### src/rtl/adder_sched_pkg.sv
// Shared types and helpers for the shared-adder scheduler and its arbiter.
package adder_sched_pkg;

  // Controller states: waiting for a request, letting the ripple chain
  // settle, and holding a result for the consumer.
  typedef enum logic [1:0] {
    IDLE,
    EVAL,
    RESP
  } state_t;

  // Widest request vector rr_pick can search; callers zero-extend into it.
  localparam int MAX_REQ = 64;

  // Round-robin pick: first set bit of valid[nreq-1:0], starting at ptr and
  // wrapping from nreq-1 back to 0. Returns -1 when nothing is valid.
  function automatic int rr_pick(input logic [MAX_REQ-1:0] valid,
                                 input int                 ptr,
                                 input int                 nreq);
    int pick;
    int j;
    pick = -1;
    // Walk the search order backwards so the earliest candidate wins last,
    // which avoids an early exit from the loop.
    for (int k = nreq - 1; k >= 0; k--) begin
      j = ptr + k;
      if (j >= nreq) j = j - nreq;
      if (valid[j]) pick = j;
    end
    return pick;
  endfunction

endpackage

### src/rtl/rippleadder.sv
// Plain ripple-carry adder; the carry chain is the multicycle path the
// scheduler waits out before sampling the sum.
module rippleadder #(
  parameter int WIDTH = 4
) (
  input  logic [WIDTH-1:0] a,
  input  logic [WIDTH-1:0] b,
  input  logic             cin,
  output logic [WIDTH-1:0] sum,
  output logic             cout
);

  logic [WIDTH:0] carry;

  assign carry[0] = cin;

  for (genvar i = 0; i < WIDTH; i++) begin : g_bit
    assign sum[i]       = a[i] ^ b[i] ^ carry[i];
    assign carry[i + 1] = (a[i] & b[i]) | (carry[i] & (a[i] ^ b[i]));
  end

  assign cout = carry[WIDTH];

endmodule

### src/rtl/rr_arbiter.sv
// Combinational round-robin arbiter: picks the first valid requester at or
// after ptr (wrapping) and reports it as a one-hot grant plus an index.
module rr_arbiter
  import adder_sched_pkg::*;
#(
  parameter  int NREQ = 4,
  localparam int IDW  = $clog2(NREQ)
) (
  input  logic [NREQ-1:0] valid,
  input  logic [IDW-1:0]  ptr,
  output logic [NREQ-1:0] grant,
  output logic [IDW-1:0]  idx,
  output logic            any
);

  logic [MAX_REQ-1:0] valid_ext;
  int                 pick;

  // Grant decode from the round-robin search.
  always_comb begin
    // NOTE: every output gets a default before the conditional update, so no
    // path leaves a value unassigned and no latch is inferred.
    valid_ext             = '0;
    valid_ext[NREQ-1:0]   = valid;
    pick                  = rr_pick(valid_ext, int'(ptr), NREQ);
    grant                 = '0;
    idx                   = '0;
    any                   = 1'b0;
    if (pick >= 0) begin
      any         = 1'b1;
      idx         = IDW'(pick);
      grant[pick] = 1'b1;
    end
  end

endmodule

### src/rtl/adder_share_sched.sv
// Schedules one shared multicycle ripple-carry adder among NREQ requesters.
// Round-robin grant in IDLE, operands held for SETTLE cycles in EVAL, result
// held in RESP until the consumer takes it. One operation in flight at most.
module adder_share_sched
  import adder_sched_pkg::*;
#(
  parameter  int WIDTH  = 4,
  parameter  int NREQ   = 4,
  parameter  int SETTLE = 2,
  localparam int IDW    = $clog2(NREQ)
) (
  input  logic                  clk,
  input  logic                  reset,
  input  logic [NREQ-1:0]       req_valid,
  output logic [NREQ-1:0]       req_ready,
  input  logic [NREQ*WIDTH-1:0] req_a,
  input  logic [NREQ*WIDTH-1:0] req_b,
  input  logic [NREQ-1:0]       req_cin,
  output logic                  resp_valid,
  input  logic                  resp_ready,
  output logic [IDW-1:0]        resp_id,
  output logic [WIDTH-1:0]      resp_sum,
  output logic                  resp_cout,
  output logic                  busy
);

  // Settle counter counts SETTLE-1 down to 0, so it needs enough bits for
  // SETTLE-1 and at least one bit when SETTLE is 1.
  localparam int             CW       = (SETTLE > 1) ? $clog2(SETTLE) : 1;
  localparam logic [CW-1:0]  CNT_LOAD = CW'(SETTLE - 1);
  localparam logic [IDW-1:0] LAST_ID  = IDW'(NREQ - 1);

  state_t            state;
  logic [IDW-1:0]    rr_ptr;
  logic [CW-1:0]     cnt;
  logic [WIDTH-1:0]  op_a;
  logic [WIDTH-1:0]  op_b;
  logic              op_cin;
  logic [IDW-1:0]    op_id;

  logic [NREQ-1:0]   arb_grant;
  logic [IDW-1:0]    arb_idx;
  logic              arb_any;
  logic              accept;
  logic [IDW-1:0]    next_ptr;
  logic [WIDTH-1:0]  add_sum;
  logic              add_cout;

  rr_arbiter #(
    .NREQ (NREQ)
  ) u_arb (
    .valid (req_valid),
    .ptr   (rr_ptr),
    .grant (arb_grant),
    .idx   (arb_idx),
    .any   (arb_any)
  );

  // The adder only ever sees registered operands, which stay put for the
  // whole EVAL window so the carry chain can be timed as a multicycle path.
  rippleadder #(
    .WIDTH (WIDTH)
  ) u_add (
    .a    (op_a),
    .b    (op_b),
    .cin  (op_cin),
    .sum  (add_sum),
    .cout (add_cout)
  );

  // Grants are offered only while idle and out of reset; a grant with a
  // matching valid is the handshake.
  assign req_ready = (state == IDLE && !reset) ? arb_grant : '0;
  assign accept    = (state == IDLE) && !reset && arb_any;
  assign next_ptr  = (arb_idx == LAST_ID) ? '0 : arb_idx + IDW'(1);
  assign busy      = (state != IDLE);

  // Controller: accept, wait out the ripple chain, hold the response.
  always_ff @(posedge clk or posedge reset) begin
    if (reset) begin
      state      <= IDLE;
      rr_ptr     <= '0;
      cnt        <= '0;
      // NOTE: the operand registers are cleared too, so the adder never
      // propagates unknowns after reset and a discarded op leaves no trace.
      op_a       <= '0;
      op_b       <= '0;
      op_cin     <= 1'b0;
      op_id      <= '0;
      resp_valid <= 1'b0;
      resp_id    <= '0;
      resp_sum   <= '0;
      resp_cout  <= 1'b0;
    end else begin
      // NOTE: non-blocking assignments throughout, so every register here
      // updates from the values present before the edge.
      case (state)
        IDLE: begin
          if (accept) begin
            op_a   <= req_a[arb_idx*WIDTH +: WIDTH];
            op_b   <= req_b[arb_idx*WIDTH +: WIDTH];
            op_cin <= req_cin[arb_idx];
            op_id  <= arb_idx;
            rr_ptr <= next_ptr;
            cnt    <= CNT_LOAD;
            state  <= EVAL;
          end
        end
        EVAL: begin
          if (cnt != '0) begin
            cnt <= cnt - CW'(1);
          end else begin
            resp_sum   <= add_sum;
            resp_cout  <= add_cout;
            resp_id    <= op_id;
            resp_valid <= 1'b1;
            state      <= RESP;
          end
        end
        RESP: begin
          if (resp_ready) begin
            resp_valid <= 1'b0;
            state      <= IDLE;
          end
        end
        default: state <= IDLE;
      endcase
    end
  end

endmodule

### config.mk
export PLATFORM = sky130hd
export DESIGN_NAME = adder_share_sched
export DESIGN_NICKNAME = d
export VERILOG_FILES = /design/src/rtl/adder_sched_pkg.sv /design/src/rtl/rippleadder.sv /design/src/rtl/rr_arbiter.sv /design/src/rtl/adder_share_sched.sv
export SDC_FILE = /design/constraint.sdc
export NUM_CORES = 1
export LEC_CHECK = 0
export BUFFER_PORTS_ARGS = -buffer_cell sky130_fd_sc_hd__buf_2
export CORE_MARGIN = 2
export CORE_UTILIZATION = 45
export DETAILED_ROUTE_END_ITERATION = 8
export HOLD_SLACK_MARGIN = 0.06
export PLACE_DENSITY_LB_ADDON = 0.05
export SKIP_LAST_GASP = 1
export SYNTH_ARGS = -nofsm -noshare
export SYNTH_HDL_FRONTEND = slang
export SYNTH_SLANG_ARGS = --single-unit
### constraint.sdc
create_clock -name clk -period 5.3 [get_ports clk]
set_clock_uncertainty 0.15 [all_clocks]
set_input_delay 0.265 -clock clk [delete_from_list [all_inputs] [get_ports clk]]
set_output_delay 0.265 -clock clk [all_outputs]
set_load 0.03 [all_outputs]
==> Word-level counts from Yosys, hierarchy flattened <==
Cells that the tools add are included.
{ "word_totals": {"ff_bits": 24, "latch_bits": 0, "ramBits": 0, "rom_bits": 0, "n_memories": 0} }
{ "op_classes": {"add_sub_neg": 9, "multipliers": 0, "n_div": 0, "n_lt_le_gt_ge": 12, "eq_ne": 6, "shifts": 2, "muxes": 39, "bitwise_logic": 21, "n_reduce_logical": 13} }
{ "op_table": {"columns": ["cell", "n"], "rows": [
  ["2-to-1 mux 32 bit", 8],
  ["< comparator 32 x 8 -> 1 bit (second input constant)", 4],
  ["greater-or-equal comparator 32 x 4 -> 1 bit (second input constant)", 3],
  ["subtractor 32 x 4 -> 32 bit (second input constant)", 3],
  ["greater-or-equal comparator 32 x 1 -> 1 bit (second input constant)", 2],
  ["< comparator 32 x 4 -> 1 bit (second input constant)", 1],
  ["variable part select 16 x 5 -> 4 bit", 2],
  ["binary-select mux 1 bit (select 6 bit)", 4],
  ["2-to-1 mux 1 bit", 15],
  ["2-to-1 mux 2 bit", 5],
  ["bitwise AND 1 bit", 8],
  ["2-to-1 mux 4 bit", 2],
  ["bitwise XOR 1 bit", 8],
  ["adder 2 x 2 -> 3 bit (second input constant)", 2],
  ["!= test 2 bit (second input constant)", 3],
  ["one-hot mux 2 bit (3 select lines)", 1],
  ["AND reduction 2 bit", 3],
  ["AND reduction 3 bit", 2],
  ["nonzero test 2 bit", 3],
  ["equality test 2 bit (second input constant)", 2],
  ["OR 1 bit", 4],
  ["one-hot mux 1 bit (2 select lines)", 2],
  ["subtractor 2 x 3 -> 4 bit (second input constant)", 1],
  ["adder 2 x 1 -> 3 bit (second input constant)", 1],
  ["other kinds (11)", 13]
]} }

==> Longest topological paths before layout <==
Gate-level depths: netlist (run 1).
{ "depth": {"word_depth": 16, "ltp_mapped": 13} }

==> By module <==
Synthesis (run 1) repeated with hierarchy kept, for this count alone.
{ "unflattened": {"hier_cells": 146, "hier_area_um2": 1766.7} }
{ "modules_own_cells": {"columns": ["mod", "instances", "cells_per_inst", "area_per_inst_um2"], "rows": [
  ["adder_share_sched", 1, 77, 1244.9],
  ["rr_arbiter", 1, 55, 404.1],
  ["rippleadder", 1, 14, 117.6]
]} }

==> Worst setup path before layout (run 1) <==
No wires, ideal clock.
{ "synth_timing": {"path_type": "reg-to-output", "from": "register rr_ptr[0]", "to": "output req_ready[1]", "arrival_ns": 3.198, "path_slack_ns": 1.687, "path_stages_with_launch": 13, "n_path_buf": 3, "cell_sequence": "dfrtp_1 buf_6 clkinv_1 ha_1 buf_2 mux2_2 nand3_1 a31o_1 buf_6 or3_4 o21ai_4 nand3b_1 nor2_1"} }
{ "synth_via": {"elab_chain_cells": 16, "word_cells_on_any_way": 39} }
{ "synth_rtl": {"columns": ["item", "line_no", "rtl"], "rows": [
  ["from (decl)", "adder_share_sched.sv:34", "logic [IDW-1:0] rr_ptr;"],
  ["from (signal assigned)", "adder_share_sched.sv:104", "rr_ptr <= next_ptr;"],
  ["adder 2 x 2 -> 3 bit", "adder_sched_pkg.sv:26", "j = ptr + k;"],
  ["subtractor 32 x 4 -> 32 bit / greater-or-equal comparator 32 x 4 -> 1 bit (equally long branches)", "adder_sched_pkg.sv:27", "if (j >= nreq) j = j - nreq;"],
  ["2-to-1 mux 32 bit", "adder_sched_pkg.sv:27", null],
  ["binary-select mux 1 bit (select 6 bit)", "adder_sched_pkg.sv:28", "if (valid[j]) pick = j;"],
  ["2-to-1 mux 1 bit (not written as such) (2 in series)", "adder_sched_pkg.sv:28", null],
  ["2-to-1 mux 32 bit (3 in series)", "adder_sched_pkg.sv:28", null],
  ["2-to-1 mux 32 bit (*)", "adder_sched_pkg.sv:28", null],
  ["greater-or-equal comparator 32 x 1 -> 1 bit / < comparator 32 x 4 -> 1 bit (equally long branches)", "rr_arbiter.sv:29, rr_arbiter.sv:32", null],
  ["logical AND 1 bit (not written as such)", "rr_arbiter.sv:32", "grant[pick] = 1'b1;"],
  ["2-to-1 mux 1 bit (not written as such)", "rr_arbiter.sv:32", null],
  ["demux 1 bit (select 2 bit)", null, null],
  ["2-to-1 mux 4 bit (*)", "rr_arbiter.sv:29", "if (pick >= 0) begin"],
  ["2-to-1 mux 4 bit (*)", "adder_share_sched.sv:73", "assign req_ready = (state == IDLE && !reset) ? arb_grant : '0;"],
  ["to (decl)", "adder_share_sched.sv:15", "output logic [NREQ-1:0] req_ready,"]
]} }
Every way passes the cells marked *; elsewhere a longest branch is shown, timed or not. The select of a mux whose other input is x is not followed.

==> Final worst setup path (run 1) <==
{ "layout_timing": {"from": "register rr_ptr[1]", "to": "output req_ready[2]"} }
Same word-level chain as after synthesis.

==> results.cfg, run 1 <==
[yosys]
ys_seq_area_share_pct = 30.0
synth_area_um2 = 2000
postSynthCellCount = 232
synthArstFlopShare_pct = 100
synth_area_leaders = dfrtp_1 (30%), mux2i_1 (6.5%), o21ai_0 (6.0%)
ys_seq_elements = 24
postSynthAreaPerCell_um2 = 8.63
synth.top_cell.area_share_pct = 30.0
yosys.area.top_type = dfrtp_1
synth_nets = 284
synthDistinctLibCells = 42
synth_edf_count = 0
yosysWarnings = 0
ys.flop_type = dfrtp_1

[place]
pre_cts_ws_ns = 1.78
dpl.hpwl_um = 3360
portBuffers = 55
placed_cell_area_um2 = 2270
place_congestion = 0.806

[cells_and_area]
syn2layout_area_growth_pct = 16.7
seq_area_um2 = 601
drive_above_1_share_pct = 28.6
n_antenna_cell = 0
multi_input_area_um2 = 1260
final_core_util_pct = 54.1
fillers = 423
layout.nets = 333
fin_area_um2 = 2340

[power]
power_switching_mw = 0.784
p_comb_share_pct = 70.6
switching_share_pct = 50.0
ir_drop_uv = 326
seqPwrFrac_pct = 21.7
p_leak_nw = 1.10
p_per_area_nw_per_um2 = 671
intPower_mw = 0.784
p_clk_share_pct = 7.7

[floorplan]
design.core.area_um2 = 4320
start_util_pct = 46.3
fp.dieW_um = 70.7
dieArea_um2 = 5000
io_pins = 56
placementRows = 24
dieHeight_um = 70.7

[timing]
setup_slack_ns = 1.49
fin_tns_setup_ns = 0
hold_viol_final = 0
finalSetupViolCount = 0
finalCritPeriodShare_pct = 71.9
rsz0062_at_grt = no
tightest_slew_ns = 0.927
slew_headroom_pct = 38.2
min_period_ns = 3.81
fmax_mhz = 262
slew_viol_final = 0

[critical_path]
critPathCaptureType = output port
worstRegToRegCells = 9
r2r_setup_slack_ns = 1.86
worstPathCellList = inv_1 > ha_1 > and3b_1 > a211oi_2 > a211oi_2 > or3_1 > or2_1 > nor2_1 > buf_2
cp.arrival_ns = 3.40
cp-start-kind = flop
path_buf_inv = 2
worstSetupPathDepth = 9
worstReg2RegEnd = op_a[0]
r2r-start = rr_ptr[1]
cp_max_fo = 18
crit_family = simple AND/OR/NAND/NOR gates
timing.critical_path.mode_cell = a211oi_2
slowest_delay_ns = 0.60
slowest_stage = or3_1
critPathRequiredTime_ns = 4.89
critPathKind = flop to output port

[global_route]
grt_max_degree = 34
grt-ovfl-total = 0
antenna_found_initial = 0
grt.total_usage_pct = 17.9
grt_pass1_vias = 1553
grt_pass1_wl_um = 7390

[clocking]
cts_resized = 0
cts_setup_buffers = 0
cts-root-buf = clkbuf_8
cts_tree = done
cts_inserted_buffers = 3
htreeDepth = 1
cts.sinks = 24
ctsLongestPathBuffers = 2
clock_latency_ns = 0.26
postCtsHoldBufs = 1
clk_pin_slew_worst_paths_ns = 0.08

[drt]
antenna_left = 0
wl_per_cell_um = 13.1
drc_errors = 0
first_pass_iters = 4
wirelength_um = 4340
avgViaCountPerCell = 5.31
dr_total_vias = 1764
drtIter0Drc = 106

[flow_run]
drv_cap = 0

[status]
status = completed

[worst_hold_path]
hp-class = input port to async pin
cell usage in the layout, fill, tap and decap left out, types with 2 or more instances in the layout:
cell | Yosys | final
mux2_2 | 6 | 6
dfrtp_1 | 24 | 24
o21ai_0 | 24 | 24
a31o_1 | 10 | 10
nor2_1 | 27 | 27
or3_1 | 10 | 10
buf_2 | 3 | 55
or2_2 | 3 | 3
nand4_1 | 2 | 2
nor2b_1 | 3 | 3
nand2_1 | 24 | 24
nand3b_1 | 2 | 2
fa_1 | 4 | 4
nor3_1 | 9 | 9
nand3_1 | 2 | 2
inv_1 | 13 | 13
o21ai_1 | 2 | 2
clkbuf_8 | 0 | 4
a211oi_2 | 2 | 2
a21oi_1 | 12 | 12
mux2i_1 | 13 | 13
buf_4 | 0 | 2
ha_1 | 5 | 5
nand2b_1 | 2 | 2
xnor2_1 | 2 | 2
area by class of cell:
type	count	area share [%]
Multi-Input combinational cell	180	54.1
Timing Repair Buffer	58	12.8
Tap cell	52	2.78
Inverter	14	2.25
Sequential cell	24	25.7
Clock buffer	4	2.36
Yosys cell counts, drive strengths merged (3+ instances only):
library cell / n
xnor2: 3
nor2: 27
mux2: 6
nor2b: 3
fa: 4
clkbuf: 7
a21oi: 12
inv: 13
nor3: 9
nand2: 24
ha: 5
mux2i: 13
dfrtp: 24
or3: 11
or2: 4
a31o: 10
buf: 7
o21ai: 28
sequential cells by signal, indices dropped and copies added (netlist names):
name        cells
state           2
resp_sum        4
op_cin          1
op_id           2
resp_cout       1
rr_ptr          2
cnt             1
resp_id         2
resp_valid      1
op_a            4
op_b            4
layer usage:
| metal | routed length, µm | track usage (%) | vias up |
|---|---|---|---|
| li1 | - | - | 912 |
| met1 | 2310 | 29.5 | 794 |
| met2 | 1800 | 25.4 | 54 |
| met3 | 198 | 1.28 | 4 |
| met4 | 32 | 3.56 | 0 |
| met5 | 0 | 0 | - |
how the worst max path moves through the flow:
stage,to,startpoint,slack (ns)
floorplan,req_ready[1],rr_ptr[0],1.69
global placement,req_ready[2],rr_ptr[1],1.84
detailed placement,req_ready[2],rr_ptr[1],1.78
CTS,req_ready[2],rr_ptr[1],1.49
global route,req_ready[3],rr_ptr[1],1.23
finish,req_ready[2],rr_ptr[1],1.49
per-stage QoR:
step | total power, mW | hold slack (ns) | cells
4_1_cts | 1.58 | 0.0936 | 332
3_5_place_dp | 1.45 | 0.317 | 327
6_report | 1.57 | 0.0513 | 332
5_1_grt | 1.74 | 0.139 | 332
2_1_floorplan | 1.25 | 0.138 | 232
3_3_place_gp | 1.45 | 0.309 | 327
power by group through the flow:
stage | logic (mW) | clock network, mW | registers, mW
6_report | 1.11 | 0.121 | 0.340
3_5_place_dp | 1.11 | 0 | 0.345
2_1_floorplan | 0.857 | 0 | 0.392
4_1_cts | 1.11 | 0.124 | 0.341
5_1_grt | 1.25 | 0.128 | 0.357
3_3_place_gp | 1.11 | 0 | 0.343
cell families (layout without fill, tap and decap cells):
| logic type | Yosys count | in the layout | synth area share [%] |
|---|---|---|---|
| buf+inv | 28 | 76 | 6.93 |
| xor+xnor | 3 | 3 | 2.25 |
| fa+ha+maj | 9 | 9 | 7.12 |
| flops | 24 | 24 | 30.0 |
| simple gates | 89 | 89 | 21.7 |
| compound gates | 59 | 59 | 21.1 |
| mux | 20 | 20 | 11.0 |
Note: power is estimated with default switching activity, not from simulation.
==> run 2: changes to the inputs <==
==> constraint.sdc (replaced) <==
create_clock -name clk -period 3.3 [get_ports clk]
set_clock_uncertainty 0.15 [all_clocks]
set_input_delay 0.165 -clock clk [delete_from_list [all_inputs] [get_ports clk]]
set_output_delay 0.165 -clock clk [all_outputs]
set_load 0.03 [all_outputs]
==> run 2 against run 1 <==
Compared with the run above:
- core utilization increased by 2.7 points
- die area stayed put
- sequential cell count stayed put
- combinational power increased by 72%
- critical path depth stayed put
- routed wire length is 3.5% higher
- first-iteration DRC count down 51%
==> results.cfg, run 2 (same netlist as run 1, synthesis figures left out) <==
[global_route]
grt_max_degree = 26
busiest_layer = met1
grt.total_usage_pct = 18.7
met3_usage_pct = 2.28
grtUsageMet1_pct = 30.7
antenna_found_initial = 0
grt_pass1_wl_um = 7650
grtUsageMet2_pct = 25.3
grt_pass1_vias = 1606
grt-ovfl-total = 0

[timing]
fmax_mhz = 318
tightest_slew_ns = 0.457
rsz0062_at_grt = no
slew_headroom_pct = 69.5
hold_viol_final = 0
finalSetupViolCount = 0
slew_viol_final = 0
min_period_ns = 3.15
finalCritPeriodShare_pct = 95.4
whs_ns = 0.0979
fin_tns_setup_ns = 0

[power]
p_per_area_nw_per_um2 = 1080
ir_drop_uv = 630
p_leak_nw = 1.15

[drt]
antenna_left = 0
first_pass_iters = 4
drc_errors = 0
wl_per_cell_um = 13.1
drtIter0Drc = 52
avgViaCountPerCell = 5.17
wirelength_um = 4490
dr_total_vias = 1767

[cells_and_area]
drive_above_1_share_pct = 34.1
seq_area_um2 = 602
layout_common_cells = buf_2 (55), nand2_1 (24), o21ai_0 (24)
n_antenna_cell = 0
layout.nets = 343
stdcell_count = 342
multi_input_area_um2 = 1300
syn2layout_area_growth_pct = 22.4
layout_commonest_cell = buf_2
fillers = 407
reg_top3 = op_a x4, op_b x4, resp_sum x4

[worst_hold_path]
hp-class = input port to flop
hold_path_depth = 3
hold_start = req_b[11]
holdPathEnd = op_b[3]

[critical_path]
cp-start-kind = flop
cp_max_fo = 13
critPathKind = flop to output port
r2r-start = rr_ptr[0]
worstPathCellList = buf_4 > ha_1 > nor2b_1 > o32ai_1 > a211oi_2 > or3_4 > nand2b_2 > nor2_2 > buf_2
slowest_delay_ns = 0.44
r2r_setup_slack_ns = 0.40
worstReg2RegEnd = op_a[3]
slowest_stage = or3_4
cp.arrival_ns = 2.83
critPathRequiredTime_ns = 2.98
worstRegToRegCells = 10
critPathCaptureType = output port

[floorplan]
placementRows = 24
dieArea_um2 = 5000
start_util_pct = 46.3
fp.dieW_um = 70.7
dieHeight_um = 70.7
design.core.area_um2 = 4320
io_pins = 56

[clocking]
clock_latency_ns = 0.26
cts_inserted_buffers = 3
cts_tree = done
cts-root-buf = clkbuf_8
htreeDepth = 1
clk_pin_slew_worst_paths_ns = 0.08
cts.sinks = 24
ctsLongestPathBuffers = 2

[place]
place_congestion = 0.884
portBuffers = 55
dp.cells = 335
dpl.hpwl_um = 3500

[status]
status = completed

[flow_run]
drv_cap = 0
[run 2: critical path: cells and delay by family (launching register included)]
kind	cells	cell delay [ns]
compound gates	2	0.47
fa+ha+maj	1	0.22
simple gates	4	1.05
buf+inv	2	0.40
flops	1	0.43
[run 2: worst max-delay path by stage]
stage / startpoint / end / slack [ns]
2_1_floorplan: rr_ptr[0] / req_ready[1] / 0.05
3_3_place_gp: rr_ptr[0] / op_b[0] / 0.25
3_5_place_dp: rr_ptr[0] / req_ready[0] / 0.27
4_1_cts: rr_ptr[0] / req_ready[1] / 0.02
5_1_grt: rr_ptr[0] / req_ready[3] / 0.004
6_report: rr_ptr[0] / req_ready[0] / 0.15
[run 2: what timing repair did]
action	in CTS	in global routing
hold buffers	2	0
setup buffers	0	1
hold endpoints to repair	25	0
pin swaps	0	0
resized for setup	1	3
endpoints found under the setup margin	1	4
[run 2: metal layers]
layer,up-vias,share of wire (%)
li1,927,-
met5,-,0
met3,4,5.0
met1,792,56
met4,0,0.89
met2,44,39
[run 2: area by class of cell]
cell class,count,area share [%]
Clock buffer,4,2.24
Inverter,14,2.19
Timing Repair Buffer,68,15.4
Tap cell,52,2.65
Sequential cell,24,24.5
Multi-Input combinational cell,180,53.0
[run 2: through the flow]
step | power (mW) | setup slack, ns | util (%) | cell area [µm²]
floorplan | 2.04 | 0.0533 | - | 2030
detailed placement | 2.42 | 0.269 | 54.5 | 2350
global placement | 2.41 | 0.250 | 54.5 | 2350
global route | 2.90 | 0.00371 | 56.7 | 2450
finish | 2.64 | 0.153 | 56.7 | 2450
CTS | 2.63 | 0.0212 | 56.3 | 2430
[run 2: report_power, final]
part / leakage, nW / internal (mW) / switching (mW) / total (mW)
sequential: 0.294 / 0.446 / 0.0890 / 0.535
clock: 0.0288 / 0.106 / 0.0919 / 0.198
combinational: 0.828 / 0.803 / 1.11 / 1.91
total: 1.15 / 1.36 / 1.29 / 2.64
